===== src/rtl/sim_exit_responder.sv =====
// Memory-mapped console/exit/cycle-counter device that ends a simulation run.
// A store to EXIT drains the console FIFO and then raises a sticky done; a watchdog forces a timeout.
module sim_exit_responder #(
  parameter logic [31:0] BASE_ADDR      = 32'hFFFF_FF00,
  parameter int unsigned FIFO_DEPTH     = 8,
  parameter int unsigned TIMEOUT_CYCLES = 1000000
) (
  input  logic        clk,
  input  logic        reset,
  input  logic        req_valid,
  output logic        req_ready,
  input  logic        req_we,
  input  logic [31:0] req_addr,
  input  logic [31:0] req_wdata,
  output logic        rsp_valid,
  output logic [31:0] rsp_rdata,
  output logic        tx_valid,
  output logic [7:0]  tx_data,
  input  logic        tx_ready,
  output logic        done,
  output logic        timeout,
  output logic [31:0] exit_code,
  output logic [63:0] cycles
);

  localparam int unsigned PtrW = (FIFO_DEPTH > 1) ? $clog2(FIFO_DEPTH) : 1;
  localparam int unsigned CntW = PtrW + 1;
  localparam logic [CntW-1:0] FullCnt = CntW'(FIFO_DEPTH);
  localparam logic [63:0] WdLast = 64'(TIMEOUT_CYCLES) - 64'd1;

  localparam logic [1:0] RegConsole = 2'd0;
  localparam logic [1:0] RegExit    = 2'd1;
  localparam logic [1:0] RegCycLo   = 2'd2;
  localparam logic [1:0] RegCycHi   = 2'd3;

  typedef enum logic [1:0] {StRun, StDrain, StDone} state_e;

  state_e state_q, state_d;

  logic [7:0]      fifo_mem [FIFO_DEPTH];
  logic [PtrW-1:0] wr_ptr_q, rd_ptr_q;
  logic [CntW-1:0] count_q;

  logic [63:0] cycles_q;
  logic [31:0] exit_code_q;
  logic        timeout_q;
  logic        rsp_valid_q;
  logic [31:0] rsp_rdata_q;

  logic        in_window, fifo_full, fifo_empty;
  logic [1:0]  reg_sel;
  logic        accept, push, pop, exit_wr, load, wd_fire;
  logic [31:0] load_data;
  logic        unused_addr;

  assign unused_addr = ^req_addr[1:0];

  assign in_window  = (req_addr[31:4] == BASE_ADDR[31:4]);
  assign reg_sel    = req_addr[3:2];
  assign fifo_full  = (count_q == FullCnt);
  assign fifo_empty = (count_q == '0);

  // A pop in the same cycle does not make room for a push: the store is refused while full.
  assign req_ready = in_window && (state_q == StRun) &&
                     !(req_we && (reg_sel == RegConsole) && fifo_full);

  assign accept  = req_valid && req_ready;
  assign push    = accept && req_we && (reg_sel == RegConsole);
  assign exit_wr = accept && req_we && (reg_sel == RegExit);
  assign load    = accept && !req_we;
  assign pop     = !fifo_empty && tx_ready;
  assign wd_fire = (state_q == StRun) && (cycles_q == WdLast);

  always_comb begin
    load_data = 32'd0;
    unique case (reg_sel)
      RegCycLo: load_data = cycles_q[31:0];
      RegCycHi: load_data = cycles_q[63:32];
      default:  load_data = 32'd0;
    endcase
  end

  // Watchdog takes priority over an EXIT store landing on the same edge.
  always_comb begin
    state_d = state_q;
    unique case (state_q)
      StRun: begin
        if (wd_fire) begin
          state_d = StDone;
        end else if (exit_wr) begin
          state_d = StDrain;
        end
      end
      StDrain: begin
        if (fifo_empty) begin
          state_d = StDone;
        end
      end
      StDone:  state_d = StDone;
      default: state_d = StRun;
    endcase
  end

  always_ff @(posedge clk or posedge reset) begin
    if (reset) begin
      state_q     <= StRun;
      cycles_q    <= 64'd0;
      exit_code_q <= 32'd0;
      timeout_q   <= 1'b0;
      rsp_valid_q <= 1'b0;
      rsp_rdata_q <= 32'd0;
    end else begin
      state_q     <= state_d;
      rsp_valid_q <= load;
      if (load) begin
        rsp_rdata_q <= load_data;
      end
      // The firing edge leaves the count at TIMEOUT_CYCLES-1.
      if (state_q != StDone && !wd_fire) begin
        cycles_q <= cycles_q + 64'd1;
      end
      if (wd_fire) begin
        timeout_q   <= 1'b1;
        exit_code_q <= 32'hFFFF_FFFF;
      end else if (exit_wr) begin
        exit_code_q <= req_wdata;
      end
    end
  end

  always_ff @(posedge clk or posedge reset) begin
    if (reset) begin
      wr_ptr_q <= '0;
      rd_ptr_q <= '0;
      count_q  <= '0;
    end else if (wd_fire) begin
      wr_ptr_q <= '0;
      rd_ptr_q <= '0;
      count_q  <= '0;
    end else begin
      if (push) begin
        wr_ptr_q <= wr_ptr_q + PtrW'(1);
      end
      if (pop) begin
        rd_ptr_q <= rd_ptr_q + PtrW'(1);
      end
      count_q <= count_q + CntW'(push) - CntW'(pop);
    end
  end

  always_ff @(posedge clk) begin
    if (push) begin
      fifo_mem[wr_ptr_q] <= req_wdata[7:0];
    end
  end

  assign tx_valid  = !fifo_empty;
  assign tx_data   = fifo_mem[rd_ptr_q];
  assign rsp_valid = rsp_valid_q;
  assign rsp_rdata = rsp_rdata_q;
  assign done      = (state_q == StDone);
  assign timeout   = timeout_q;
  assign exit_code = exit_code_q;
  assign cycles    = cycles_q;

endmodule


===== config.mk =====
export PLATFORM = sky130hd
export DESIGN_NAME = sim_exit_responder
export DESIGN_NICKNAME = d
export VERILOG_FILES = /design/src/rtl/sim_exit_responder.sv
export SDC_FILE = /design/constraint.sdc
export NUM_CORES = 1
export LEC_CHECK = 0
export BUFFER_PORTS_ARGS = -buffer_cell sky130_fd_sc_hd__buf_4
export CAP_MARGIN = 20
export CORE_UTILIZATION = 40
export CTS_CLUSTER_SIZE = 14
export DETAILED_ROUTE_END_ITERATION = 6
export PLACE_DENSITY = 0.69
export RECOVER_POWER = 25
export SKIP_LAST_GASP = 1
export SYNTH_ARGS = -nofsm -noshare
export SYNTH_HDL_FRONTEND = slang
export SYNTH_SLANG_ARGS = --single-unit

===== constraint.sdc =====
create_clock -name clk -period 4.7 [get_ports clk]
set_input_delay 0 -clock clk [delete_from_list [all_inputs] [get_ports clk]]
set_output_delay 0 -clock clk [all_outputs]
set_load 0.005 [all_outputs]

# After elaboration in Yosys (flattened, before gate mapping)

Memory sizes are Yosys's and may differ from the RTL's.
Index checks and enable logic that the tools add are counted.

Logic and storage cells: 63
Memory bits (writable): 64
Memories: 1
Register bits: 142
Bits of input ports: 69

Memories:

| name     | depth | width | read ports | clocked after memory_dff | write ports | RTL line | text |
|---|---|---|---|---|---|---|---|
| fifo_mem | 8     | 8     | 1          | 0                        | 1           | 40       | `logic [7:0] fifo_mem [FIFO_DEPTH];` |

Reductions and logical operators: 23
Add/sub/neg operators: 5
Equality and inequality tests: 11
Multiplexer cells: 14

Operators by type and width:

| cell                  | number |
|---|---|
| $add 64x1->64 const B | 1 |
| $eq 64x20->1 const B  | 1 |
| $mux 32               | 2 |
| $pmux 32 s2           | 1 |
| $eq 28x28->1 const B  | 1 |
| $logic_and 1x1->1     | 12 |
| $mux 3                | 4 |
| $add 3x1->3 const B   | 2 |
| $eq 2x2->1 const B    | 3 |
| $mux 2                | 3 |
| $pmux 2 s3            | 1 |
| $reduce_bool 2->1     | 3 |
| $add 4x1->4           | 1 |
| $eq 2x1->1 const B    | 2 |
| $eq 4x4->1 const B    | 1 |
| $logic_not 1->1       | 4 |
| $logic_not 2->1       | 2 |
| $logic_not 4->1       | 1 |
| $mux 4                | 1 |
| $ne 2x2->1 const B    | 2 |
| $sub 4x1->4           | 1 |
| $ne 3x3->1 const B    | 1 |
| $mux 1                | 2 |
| $reduce_and 2->1      | 1 |

# Logic depth before layout (Yosys ltp)

Depth after elaboration: 11
Mapped depth: 15
Mapped depth without buffers: 13

# Least setup slack after synthesis

No wires, ideal clock.

Path kind: reg-to-reg
Start: register state_q[1]
End: register count_q[2]
Arrival: 3.060 ns
Slack: 1.508 ns
Buffers on the path: 2
Clock period less this slack: 3.192 ns
Cell stages (with the launch flop): 15
Library setup time: 0.132 ns
Cell sequence: dfrtp_1 inv_1 ha_1 clkbuf_1 nand2_1 or4_1 or2_1 or3b_1 buf_2 ha_1 inv_1 ha_1 fa_1 xnor2_1 nor2_1

Cells in the longest elaborated chain, start to end: 9
Elaborated cells on any way between the ends: 10
Classes of those cells: add/sub (2); mux (1); reduce/logical (7)

RTL lines:

| what                            | RTL line | text |
|---|---|---|
| start, declared                 | 38       | `state_e state_q, state_d;` |
| start signal, assigned          | 106      | `state_q <= StRun;` |
| start signal, assigned          | 113      | `state_q <= state_d;` |
| $logic_not 2->1 (*)             | 64, 72   |  |
| $logic_and 1x1->1 (2 in series) | 64       | `assign req_ready = in_window && (state_q == StRun) &&` |
| $logic_and 1x1->1               | 67       | `assign accept = req_valid && req_ready;` |
| $logic_and 1x1->1 (2 in series) | 68       | `assign push = accept && req_we && (reg_sel == RegConsole);` |
| $add 4x1->4                     | 147      | `count_q <= count_q + CntW'(push) - CntW'(pop);` |
| $sub 4x1->4                     | 147      |  |
| $mux 4 (*)                      | 136      | `end else if (wd_fire) begin` |
| end signal, assigned            | 147      |  |
| end, declared                   | 42       | `logic [CntW-1:0] count_q;` |

Mark *: on every way between the ends. The rest lies on a longest branch, timed or not.
A chain may end at the register's enable or synchronous reset.

# Worst setup path in the final report

Start: register state_q[0]
End: memory fifo_mem[6][3], enable pin

Cells in the longest elaborated chain, start to end: 8

RTL lines:

| what                            | RTL line | text |
|---|---|---|
| $logic_not 2->1                 | 64       |  |
| $logic_and 1x1->1 (2 in series) | 64       |  |
| $logic_and 1x1->1               | 67       |  |
| $logic_and 1x1->1 (2 in series) | 68       |  |
| $mux 1                          | 152      | `if (push) begin` |
| $mux 1 (implied by the code)    | 153      | `fifo_mem[wr_ptr_q] <= req_wdata[7:0];` |
| end, declared                   | 40       |  |

No other way between the ends.

==> metrics.yaml <==
outcome: "complete, no violations"
hold_viol: 0
cts_sinks: 206
combPwrFrac_pct: 14.3
multi_input_area_mm2: 0.00367
ys_seq_elements: 206
cp-start-kind: "register"
fmax_ghz: 0.285
synth_ff_type: "dfrtp_1"
grt-ovfl-total: 0
intPower_uw: 3250
insertion_delay_ns: 0.51
vias: 7178
setup_violations: 0
port_buffers: 207
avgSynthCellArea_um2: 11.4
fin_area_mm2: 0.0123
first_pass_iters: 4
p_clk_share_pct: 39.7
holdBufCountCts: 37
rsz0062_at_grt: "false"
cts_root_buf: "clkbuf_16"
p_per_area_mw_per_mm2: 348
die_area_mm2: 0.0239
hpwl_mm: 17.3
peakVddDrop_mv: 0.246
drt_iter0_markers: 486
clk_path_buf_depth: 3
numCtsBuffers: 23
yosys_warnings: 0
rr_worst_depth: 8
path_clk_slew_ns: 0.06
cp.required_ns: 4.84
worst-endpoint-arrival_ns: 3.64
grt_pass1_vias: 7002
seqCellArea_mm2: 0.00548
p_sw_uw: 1030
nNetsFinal: 1137
syn_area_mm2: 0.00933
synth_edf_count: 64
dieHeight_um: 155
whs_path_depth: 5
seqPwrFrac_pct: 46.0
async_flop_share_pct: 68.9
crit_type: "reg2reg"
grt_max_degree: 94
synthCells: 817
syn-num-nets: 900
drv_slew: 0
antenna_found_initial: 0
drc: 0
dpl_cell_area_mm2: 0.0112
worst_clock_skew_ns: 0.0161
n_antenna_cell: 0
fin_crit_sh_pct: 74.7
dieWidth_um: 155
viasPerCell: 5.19
cts_tree: "yes"
grt_pass1_wl_mm: 39.8
io_pins: 210
tightest_slew_ns: 1.06
initial_utilization_pct: 41.0
gp_congestion: 0.807
switching_share_pct: 24.0
p_leak_uw: 0.00535
fill_cells: 1979
groute.usage.overall_pct: 21.4
max-cap-violations: 0
cts_max_level: 1
cp_max_fo: 9
slew_headroom_pct: 29.2
yosysUniqueCellTypes: 40
wirelength_mm: 25.3
area_growth_pct: 31.6
worst_setup_path_end_kind: "register"
fin_tns_setup_ns: 0
cts_setup_buffers: 0
finalCriticalPeriod_ns: 3.51
coreArea_mm2: 0.0228
seq_area_frac_synth_pct: 58.7
fp-row-count: 55
hold_class: "in2reg"
layout-drive-gt1-share_pct: 28.0
cts_resized: 0
wl_per_cell_um: 18.3
ant_nets: 0
-- state kept, by name, summed over array words and instances, names as in the netlist --
signal,cells
cycles,64
fifo_mem,64
exit_code,32
rsp_rdata,32
count_q,4
rd_ptr_q,3
wr_ptr_q,3
state_q,2
rsp_valid,1
timeout,1
-- through the flow --
stage	instances	setup WS, ns	power, uW	hold WS (ns)	util (%)
after floorplan	817	0.890	2350	0.0698	-
final	1383	1.19	4280	0.115	53.9
after detailed placement	1304	1.17	2600	0.218	49.2
after global routing	1383	1.07	4460	0.189	53.9
after global placement	1303	1.27	2560	0.212	49.1
after CTS	1382	1.16	4320	0.101	53.9
-- worst paths after layout --
check,slack [ns],end,start
worst max-delay path,1.19,fifo_mem[6][3],state_q[0]
worst min-delay path,0.12,rsp_rdata[29],req_addr[2]
worst max register to register,1.19,fifo_mem[6][3],state_q[0]
worst min register to register,0.48,rsp_rdata[25],rsp_rdata[25]
max in group asynchronous,3.27,state_q[1],reset
min in group asynchronous,0.27,exit_code[14],reset
-- logic make-up (layout without fill, tap and decap cells) --
group | after synthesis | after routing | share of synthesized area [%]
DFF | 206 | 206 | 58.7
xor gates and xnor gates | 67 | 67 | 6.29
adders and majority gates | 14 | 14 | 1.96
and+or+nand+nor | 375 | 375 | 19.7
buffers and inverters | 53 | 306 | 2.17
AOI/OAI and AO/OA | 46 | 46 | 2.51
muxes | 56 | 56 | 8.67
-- layout by cell type, fill, tap and decap left out, drive strengths merged, types with 8 or more instances in the layout --
cell / synthesis / routed
a21oi: 8 / 8
and2: 10 / 10
and3: 15 / 15
and4: 8 / 8
buf: 9 / 205
clkbuf: 30 / 41
dfrtp: 142 / 142
dlygate4sd3: 0 / 37
edfxtp: 64 / 64
ha: 13 / 13
inv: 14 / 15
mux2: 39 / 39
mux4: 16 / 16
nand2: 158 / 158
nand3: 77 / 77
nand4: 27 / 27
nor2: 27 / 27
nor4: 21 / 21
o21ai: 36 / 36
xnor2: 46 / 46
xor2: 21 / 21
-- critical path: stages, from the launching register on --
cell,delay (ns)
dfrtp_1,0.41
inv_1,0.10
ha_1,0.36
nand2_1,0.08
or4_1,0.41
or2_1,0.25
or3b_1,0.49
or2_1,0.32
nor2_1,0.71
-- synthesized netlist by cell type, types with 6 or more instances --
cell type / instances / area share, %
and4_1: 8 / 0.75
nor2_1: 27 / 1.1
edfxtp_1: 64 / 21
inv_1: 14 / 0.56
ha_1: 13 / 1.7
mux4_2: 16 / 3.9
nor4_1: 20 / 1.3
and3_1: 15 / 1.0
a21oi_1: 8 / 0.43
dfrtp_1: 142 / 38
mux2_2: 39 / 4.7
xnor2_1: 46 / 4.3
nand3_1: 77 / 4.1
o21ai_1: 8 / 0.43
xor2_1: 21 / 2.0
buf_1: 6 / 0.24
nand4_1: 27 / 1.8
or4_1: 6 / 0.48
o21ai_0: 28 / 1.5
clkbuf_1: 30 / 1.2
nand2_1: 158 / 6.4
and2_1: 10 / 0.67
-- routing by layer --
metal	vias up	GRT usage (%)	wire, um
li1	3370	-	-
met1	3545	30.5	11300
met2	220	33.5	11900
met3	43	3.47	1370
met4	0	6.69	738
met5	-	0	0
-- power groups by stage --
| stage | sequential, uW | combinational, uW | clock, uW |
|---|---|---|---|
| 4_1_cts | 1970 | 626 | 1730 |
| 6_report | 1970 | 612 | 1700 |
| 3_5_place_dp | 2000 | 598 | 0 |
| 5_1_grt | 1970 | 678 | 1810 |
| 3_3_place_gp | 2030 | 534 | 0 |
| 2_1_floorplan | 1930 | 421 | 0 |
-- cell type report --
cell class	count	share of cell area, %
Clock inverter	9	0.611
Sequential cell	206	44.6
Tap cell	313	3.19
Timing Repair Buffer	251	16.2
Clock buffer	32	5.13
Multi-Input combinational cell	558	29.9
Inverter	14	0.469
(Power assumes the default switching activity.)
